<file path="config.mk">
export PLATFORM = sky130hd
export DESIGN_NAME = servo_ramp_ctrl
export DESIGN_NICKNAME = d
export VERILOG_FILES = /design/src/rtl/servo_ramp_ctrl.sv
export SDC_FILE = /design/constraint.sdc
export NUM_CORES = 1
export LEC_CHECK = 0
export BUFFER_PORTS_ARGS = -buffer_cell sky130_fd_sc_hd__buf_2
export CAP_MARGIN = 10
export CORE_UTILIZATION = 30
export DETAILED_ROUTE_END_ITERATION = 8
export GPL_ROUTABILITY_DRIVEN = 0
export MAX_ROUTING_LAYER = met4
export SLEW_MARGIN = 10
export SYNTH_ARGS = -nofsm -noshare
export SYNTH_HDL_FRONTEND = slang
export SYNTH_SLANG_ARGS = --single-unit
</file>
<file path="constraint.sdc">
create_clock -name clk -period 4.7 [get_ports clk]
set_input_delay 0.705 -clock clk [delete_from_list [all_inputs] [get_ports clk]]
set_output_delay 0.705 -clock clk [all_outputs]
set_load 0.05 [all_outputs]
</file>
<file path="src/rtl/servo_ramp_ctrl.sv">
// servo_ramp_ctrl: slews a 9-bit angle command toward an accepted target by at most STEP per frame.
// Define SERVO_RAMP_LIMIT_EN to clamp targets to [MIN_ANGLE, MAX_ANGLE] and report it on limit_hit.
module servo_ramp_ctrl #(
   parameter int FRAME_CYCLES = 2000000,
   parameter int STEP = 2,
   parameter int INIT_ANGLE = 90,
   parameter int MIN_ANGLE = 0,
   parameter int MAX_ANGLE = 180
) (
   input  logic clk,
   input  logic clr,
   input  logic [8:0] tgt_angle,
   input  logic tgt_valid,
   output logic tgt_ready,
   output logic [31:0] command,
   output logic busy,
   output logic done,
   output logic limit_hit
);
   localparam int CW = $clog2(FRAME_CYCLES);
   localparam logic [CW-1:0] LAST = CW'(FRAME_CYCLES - 1);
   localparam logic [8:0] STP = 9'(STEP);
   localparam logic [8:0] INIT = 9'(INIT_ANGLE);
   typedef enum logic {IDLE, RAMP} state_t;
   state_t state, state_n;
   logic [CW-1:0] cnt;
   logic [8:0] angle, angle_n, target, target_n, clamped, diff, stepped;
   logic tick, accept, done_n, limit_n;
   assign tick = cnt == LAST;
   assign accept = tgt_valid && tgt_ready;
   assign busy = state == RAMP;
   assign command = {23'd0, angle};
`ifdef SERVO_RAMP_LIMIT_EN
   localparam logic [8:0] LO = 9'(MIN_ANGLE);
   localparam logic [8:0] HI = 9'(MAX_ANGLE);
   assign clamped = tgt_angle < LO ? LO : tgt_angle > HI ? HI : tgt_angle;
   assign limit_n = accept && clamped != tgt_angle;
`else
   logic unused_cfg;
   assign unused_cfg = MIN_ANGLE > MAX_ANGLE;
   assign clamped = tgt_angle > 9'd180 ? 9'd180 : tgt_angle;
   assign limit_n = 1'b0;
`endif
   // The step uses the pre-accept target; a target accepted on the same edge steers later ticks.
   always_comb begin
      diff = target >= angle ? target - angle : angle - target;
      stepped = diff <= STP ? target : target > angle ? angle + STP : angle - STP;
      angle_n = state == RAMP && tick ? stepped : angle;
      target_n = accept ? clamped : target;
      state_n = state;
      done_n = 1'b0;
      if (accept || state == RAMP) begin
         state_n = angle_n == target_n ? IDLE : RAMP;
         done_n = angle_n == target_n;
      end
   end
   always_ff @(posedge clk or negedge clr) begin
      if (!clr) begin
         state <= IDLE;
         cnt <= '0;
         angle <= INIT;
         target <= INIT;
         tgt_ready <= 1'b0;
         done <= 1'b0;
         limit_hit <= 1'b0;
      end else begin
         state <= state_n;
         cnt <= tick ? '0 : cnt + CW'(1);
         angle <= angle_n;
         target <= target_n;
         tgt_ready <= 1'b1;
         done <= done_n;
         limit_hit <= limit_n;
      end
   end
endmodule

</file>
# Word level (Yosys, flattened, before mapping)
# Index checks and enable logic that the tools add are counted.
# totals
ff_bits	42
inputBits	12
elab_cells	29
# op_classes
n_addsub	5
magnitude_cmp	4
n_eq_ne	2
muxes	9
n_reduce_logical	3
# op_table
op	n
$mux W9	6
$add A21 B1 Y21 const B	1
$eq A21 B21 Y1 const B	1
$mux W21	1
$sub A9 B9 Y9	2
$add A9 B2 Y9 const B	1
$eq A9 B9 Y1	1
$ge A9 B9 Y1	1
$gt A9 B8 Y1 const B	1
$gt A9 B9 Y1	1
$le A9 B2 Y1 const B	1
$sub A9 B2 Y9 const B	1
$logic_and A1 B1 Y1	2
$mux W1	2
$logic_or A1 B1 Y1	1

# Longest topological paths before layout
# Gate-level depths: netlist of run 1.
# logic_depth
ltp_word	7
ltp_mapped	19
ltp_nobuf	19

# Least setup slack after synthesis of run 1
# No wires, ideal clock.
# synth_path
path_type	register to register
start	register angle[1]
end	register state (netlist: busy)
t_arrival_ns	4.430
t_required_ns	4.574
slack_ns	0.144
path_stages_with_launch	20
n_path_buf	0
cell_sequence	dfstp_2 -> inv_1 -> ha_1 -> nor2b_4 -> o211a_1 -> o2111a_2 -> o21a_1 -> o21ai_0 -> a22o_1 -> ha_1 -> a21o_1 -> a21oi_1 -> o21bai_1 -> a21oi_1 -> o21bai_1 -> a21oi_1 -> xor2_1 -> a22oi_1 -> nand4_1 -> o32a_1
# synth_between
elab_chain_len	7
word_cells_on_any_way	13
cone_classes	add/sub (4); order compare (3); eq/ne (1); mux (5)
# synth_rtl
item	line_no	rtl
start: declaration	27	logic [8:0] angle, angle_n, target, target_n, clamped, diff, stepped;
start signal: assignment	69	angle <= angle_n;
$sub A9 B9 Y9 / $ge A9 B9 Y1 (equally long branches)	46	diff = target >= angle ? target - angle : angle - target;
$mux W9	46	
$le A9 B2 Y1	47	stepped = diff <= STP ? target : target > angle ? angle + STP : angle - STP;
$mux W9	47	
$mux W9 (*)	48	angle_n = state == RAMP && tick ? stepped : angle;
$eq A9 B9 Y1 (*)	53	state_n = angle_n == target_n ? IDLE : RAMP;
$mux W1 (*)	53	
end signal: assignment	67	state <= state_n;
end: declaration	25	state_t state, state_n;
# Every way passes the cells marked *; elsewhere a longest branch is shown, timed or not.
# A chain may end at the register's enable or synchronous reset.

# Worst setup path in the final report of run 1
# layout_path
start	register angle[6]
end	register state (netlist: busy)
# The elaborated chain is that of the path after synthesis.

==> impl_metrics.env, run 1 <==
export IMPL_drive_gt1_frac=0.141
export IMPL_cts_hold_repair_buffers=0
export IMPL_first_pass_iters=7
export IMPL_cpPeakStageDelay_ps=590
export IMPL_postCtsSetupBuffers=0
export IMPL_placed_cell_area_um2=3770
export IMPL_ys_seq_area_frac=0.294
export IMPL_pin_count=48
export IMPL_critPathMaxFanout=13
export IMPL_total_power_uw=987
export IMPL_worst_endpoint_required_ps=4870
export IMPL_grt_setup_unrepaired="false"
export IMPL_drv_cap=0
export IMPL_clk_latency_ps=290
export IMPL_leakagePower_nw=1.68
export IMPL_fin_nets=479
export IMPL_fp_dieW_um=112
export IMPL_grt_use_met1=0.208
export IMPL_h_tree_depth=2
export IMPL_met2_usage=0.241
export IMPL_arrival_ps=4540
export IMPL_cp_slowest_cell="dfstp_2"
export IMPL_layout_common_cells="35 x nor2_1, 33 x inv_1, 33 x dfrtp_1"
export IMPL_final_hold_viol_count=0
export IMPL_antenna_found_initial=0
export IMPL_dp_hpwl_mm=6.94
export IMPL_end_kind="flip-flop"
export IMPL_final_common_cell="nor2_1"
export IMPL_grt_busiest_layer="met2"
export IMPL_drt_wl_total_mm=9.10
export IMPL_tightest_slew_ps=981
export IMPL_final_antenna_net_count=0
export IMPL_grt_pass1_vias=3003
export IMPL_vias=3097
export IMPL_cts_made_buffers=5
export IMPL_path_clk_slew_ps=60
export IMPL_ys_seq_elements=42
export IMPL_met3_usage=0.0278
export IMPL_layout_worst_path_cycle_share=0.931
export IMPL_viasPerCell=5.30
export IMPL_synthCells=420
export IMPL_grt_max_degree=43
export IMPL_drc=4
export IMPL_diodes=0
export IMPL_finish_utilization=0.341
export IMPL_synth_avg_cell_area_um2=8.60
export IMPL_ys_warn_count=0
export IMPL_slew_limit_headroom=0.340
export IMPL_instances_no_fill=584
export IMPL_drtIter0Drc=205
export IMPL_stdcell_area_um2=3940
export IMPL_synth_distinct_cells=67
export IMPL_grt_pass1_wl_mm=15.1
export IMPL_initial_core_util=0.312
export IMPL_min_period_ps=4370
export IMPL_tns_ps=0
export IMPL_violations="design-rule violations"
export IMPL_post_place_cells=576
export IMPL_post_cts_resize_count=0
export IMPL_overflow=0
export IMPL_setup_ws_ps=326
export IMPL_dieArea_um2=12500
export IMPL_holdWs_ps=460
export IMPL_cts_root_buf="clkbuf_16"
export IMPL_worstSetupPathType="flip-flop to flip-flop"
export IMPL_async_flop_share=1.00
export IMPL_path_cells="inv_1 -> ha_2 -> and3_1 -> nand2b_1 -> o21a_1 -> o21ai_0 -> a22o_2 -> fa_1 -> a21oi_1 -> nor2_1 -> nor2_1 -> xnor2_1 -> or3_4 -> a22o_1 -> a221oi_2 -> a21oi_1 -> o32a_1"
export IMPL_post_drt_wl_per_cell_um=15.6
export IMPL_synth_ff_type="dfrtp_1"
export IMPL_syn_to_final_growth_pct=9.11
export IMPL_fmax_mhz=229
export IMPL_clockBufferDepth=2
export IMPL_synth_edff_count=0
export IMPL_cts_sinks=42
export IMPL_vdd_drop_max_uv=133
export IMPL_slew_viol_final=0
export IMPL_status="finished with violations"
export IMPL_fp_coreArea_um2=11600
export IMPL_cp_start_kind="flip-flop"
export IMPL_setup_viol=0
export IMPL_p_per_area_nw_per_um2=251
export IMPL_synthesis_area_um2=3610
export IMPL_track_usage=0.155
export IMPL_die_h_um=112
export IMPL_cts_tree="built"
export IMPL_io_buffers=23
export IMPL_place_worst_setup_slack_ps=272
export IMPL_hold_path_class="flip-flop to flip-flop"
export IMPL_clock_skew_ps=8.11
export IMPL_num_rows=39
==> cell type report <==
cell class / instances / area (um^2)
clock inverter: 2 / 37.5
clock buffer: 6 / 129
multi-input combinational: 332 / 2270
sequential: 42 / 1060
inverter: 34 / 128
fill: 1197 / 7620
timing repair buffer: 25 / 130
tap: 143 / 179
==> registers in the layout, summed over array words and instances, names as in the netlist <==
name and count:
done 1, tgt_ready 1, target 9, busy 1
cnt 21, angle 9
==> Yosys cell counts, drive strengths merged, types with 3 or more instances <==
cell	count	area, um^2
ha	24	300
o31ai	4	30.0
dfstp	8	210
o22ai	3	18.8
nand2	33	126
o21ai	25	125
nor4	4	25.0
inv	34	128
nor2	35	131
nor2b	6	52.6
nor3	3	20.0
o211ai	5	37.5
xor2	11	96.3
a22o	4	35.0
and3	8	50.1
o2111ai	3	32.5
nand4b	4	35.0
fa	3	60.1
xnor2	20	175
clkbuf	5	18.8
a221oi	3	32.5
a31oi	5	31.3
a22oi	4	30.0
nand4	9	56.3
nand2b	5	31.3
o21bai	3	22.5
dfrtp	34	851
a21oi	28	144
buf	30	219
nor4b	3	32.5
or3	4	35.0
nand3	11	55.1
and2	5	31.3
mux2i	5	50.1
==> critical path: cells and delay by family, from the launching register on <==
kind,cells,cell delay (ps)
compound gates,8,1600
xor+xnor,1,110
fa+ha+maj,2,870
buf+inv,1,70
flops,1,590
simple gates,5,1010
==> logic make-up after synthesis <==
| family | share of synthesized area |
|---|---|
| compound gates | 0.204 |
| xor+xnor | 0.0752 |
| fa+ha+maj | 0.0998 |
| buf+inv | 0.101 |
| flops | 0.294 |
| mux | 0.0263 |
| other cells | 0.00208 |
| simple gates | 0.198 |
==> routing by layer <==
metal / routed length, um / vias to the layer above / share of wire
met4: 121 / 0 / 0.013
met5: 0 / - / 0
li1: - / 1488 / -
met3: 542 / 11 / 0.060
met2: 4170 / 98 / 0.46
met1: 4270 / 1500 / 0.47
==> worst paths after layout <==
kind / from / end / slack [ps] / cells past startpoint
worst max register to register: angle[6] / busy / 330 / 17
min in group asynchronous: clr / cnt[20] / 570 / 1
worst max-delay path: angle[6] / busy / 330 / 17
max in group asynchronous: clr / angle[2] / 3480 / 1
worst min register to register: cnt[0] / cnt[0] / 460 / 1
worst min-delay path: cnt[0] / cnt[0] / 460 / 1
==> power by group <==
group | switching, mW | leakage (nW) | total [mW] | internal, mW
Sequential | 0.00844 | 0.521 | 0.380 | 0.371
Combinational | 0.146 | 1.08 | 0.214 | 0.0683
Clock | 0.143 | 0.0771 | 0.394 | 0.251
Power figures use the tool's default switching activity.
==> run 2, diff against run 1 <==
- CORE_UTILIZATION: 30 -> 55
- PLACE_DENSITY: unset -> 0.77
==> run 2 against run 1 <==
Effect of this change:
- power decreased by 9.9%
- first-iteration DRC count is 23% higher
- combinational power is essentially flat
- largest cell class unchanged
- global-route usage rose by 11 points
- the run now ends clean
- non-clock buffer count increased by 2
- final cell count is 11% lower
- design area down 2.8%
- sequential share of layout area up 0.75 points
- core utilization is 26 points higher
- critical path depth stayed put
- routed wire length is 5.7% lower
==> impl_metrics.env, run 2 (synthesized netlist as in run 1, its figures left out) <==
export IMPL_clockBufferDepth=2
export IMPL_post_drt_wl_per_cell_um=16.5
export IMPL_final_antenna_net_count=0
export IMPL_track_usage=0.268
export IMPL_cts_tree="built"
export IMPL_die_h_um=83.0
export IMPL_drc=0
export IMPL_grt_pass1_vias=2997
export IMPL_first_pass_iters=5
export IMPL_tightest_slew_ps=991
export IMPL_cp_slowest_cell="dfstp_2"
export IMPL_finish_utilization=0.603
export IMPL_layout_worst_path_cycle_share=0.934
export IMPL_pin_count=48
export IMPL_cts_hold_repair_buffers=0
export IMPL_worst_endpoint_required_ps=4890
export IMPL_overflow=0
export IMPL_fmax_mhz=228
export IMPL_largestRegisters="cnt x21, angle x9, target x9"
export IMPL_cts_sinks=42
export IMPL_initial_core_util=0.569
export IMPL_fp_coreArea_um2=6350
export IMPL_grt_setup_unrepaired="false"
export IMPL_min_period_ps=4390
export IMPL_route_met3_wl_um=492
export IMPL_place_worst_setup_slack_ps=180
export IMPL_topRoutingLayerUsed="met4"
export IMPL_leakagePower_nw=1.68
export IMPL_cts_made_buffers=5
export IMPL_clock_skew_ps=10.6
export IMPL_num_rows=29
export IMPL_drtIter0Drc=253
export IMPL_vdd_drop_max_uv=190
export IMPL_slew_limit_headroom=0.333
export IMPL_clk_latency_ps=300
export IMPL_largest_reg_flops=21
export IMPL_critPathMaxFanout=10
export IMPL_cts_root_buf="clkbuf_8"
export IMPL_antenna_found_initial=0
export IMPL_path_clk_slew_ps=90
export IMPL_io_buffers=23
export IMPL_grt_pass1_wl_mm=14.5
export IMPL_fin_nets=481
export IMPL_post_place_cells=511
export IMPL_placed_cell_area_um2=3690
export IMPL_dieArea_um2=6890
export IMPL_stdcell_area_um2=3830
export IMPL_drt_wl_total_mm=8.58
export IMPL_tns_ps=0
export IMPL_path_cells="inv_1 -> ha_1 -> o211a_1 -> o2111a_2 -> o21a_1 -> o21ai_0 -> a22o_2 -> fa_1 -> a21oi_1 -> nor2_1 -> nor2_1 -> xnor2_1 -> or3_4 -> a22o_1 -> a221oi_2 -> a21oi_1 -> o32a_1"
export IMPL_worstSetupPathType="flip-flop to flip-flop"
export IMPL_hold_path_class="flip-flop to flip-flop"
export IMPL_h_tree_depth=2
export IMPL_wl_met2_mm=4.05
export IMPL_viasPerCell=6.01
export IMPL_holdWs_ps=465
export IMPL_final_common_cell="nor2_1"
export IMPL_grt_max_degree=43
export IMPL_slew_viol_final=0
export IMPL_diodes=0
export IMPL_status="finished, final reports clean"
export IMPL_p_per_area_nw_per_um2=232
export IMPL_layout_common_cells="35 x nor2_1, 34 x dfrtp_1, 33 x inv_1"
export IMPL_end_kind="flip-flop"
export IMPL_dp_hpwl_mm=6.60
export IMPL_top_register="cnt"
export IMPL_syn_to_final_growth_pct=6.03
export IMPL_setup_viol=0
export IMPL_instances_no_fill=520
export IMPL_wl_met1_mm=3.81
export IMPL_final_hold_viol_count=0
export IMPL_fp_dieW_um=83.0
export IMPL_cp_start_kind="flip-flop"
export IMPL_vias=3126
export IMPL_cpPeakStageDelay_ps=590
export IMPL_arrival_ps=4580
export IMPL_total_power_uw=890
export IMPL_drive_gt1_frac=0.147
export IMPL_setup_ws_ps=312
export IMPL_drv_cap=0
[run 2: area by class of cell]
| class | instances | area (um^2) |
|---|---|---|
| Clock buffer | 5 | 68.8 |
| Clock inverter | 3 | 43.8 |
| Fill cell | 553 | 2520 |
| Inverter | 34 | 128 |
| Multi-Input combinational cell | 332 | 2280 |
| Sequential cell | 42 | 1060 |
| Tap cell | 77 | 96.3 |
| Timing Repair Buffer | 27 | 149 |
[run 2: critical path, delay by kind of cell, from the launching register on]
family,cells,cell delay (ps)
flops,1,590
compound gates,10,2110
xor+xnor,1,100
simple gates,3,550
buf+inv,1,70
fa+ha+maj,2,860
[run 2: power by group]
part / switching, mW / internal [mW] / total (mW) / leakage, nW
Sequential: 0.00925 / 0.371 / 0.380 / 0.523
Combinational: 0.146 / 0.0694 / 0.215 / 1.09
Clock: 0.135 / 0.159 / 0.295 / 0.0585
Total: 0.290 / 0.599 / 0.890 / 1.68
[run 2: repair_timing]
item	4_1_cts	5_1_grt
setup endpoints to repair	0	2
resized for setup	0	4
setup buffers	0	1
[run 2: routing by layer]
| metal | up-vias | track usage |
|---|---|---|
| li1 | 1485 | - |
| met2 | 123 | 0.425 |
| met5 | - | - |
| met1 | 1497 | 0.349 |
| met3 | 21 | 0.0398 |
| met4 | 0 | 0.0972 |
[run 2: path summary, 6_finish.rpt]
check,start,to,slack [ps],depth (start not counted)
min reg2reg,cnt[0],cnt[0],460,1
max,angle[3],busy,310,17
min in group asynchronous,clr,cnt[2],530,1
max in group asynchronous,clr,target[5],3590,1
max reg2reg,angle[3],busy,310,17
min,cnt[0],cnt[0],460,1
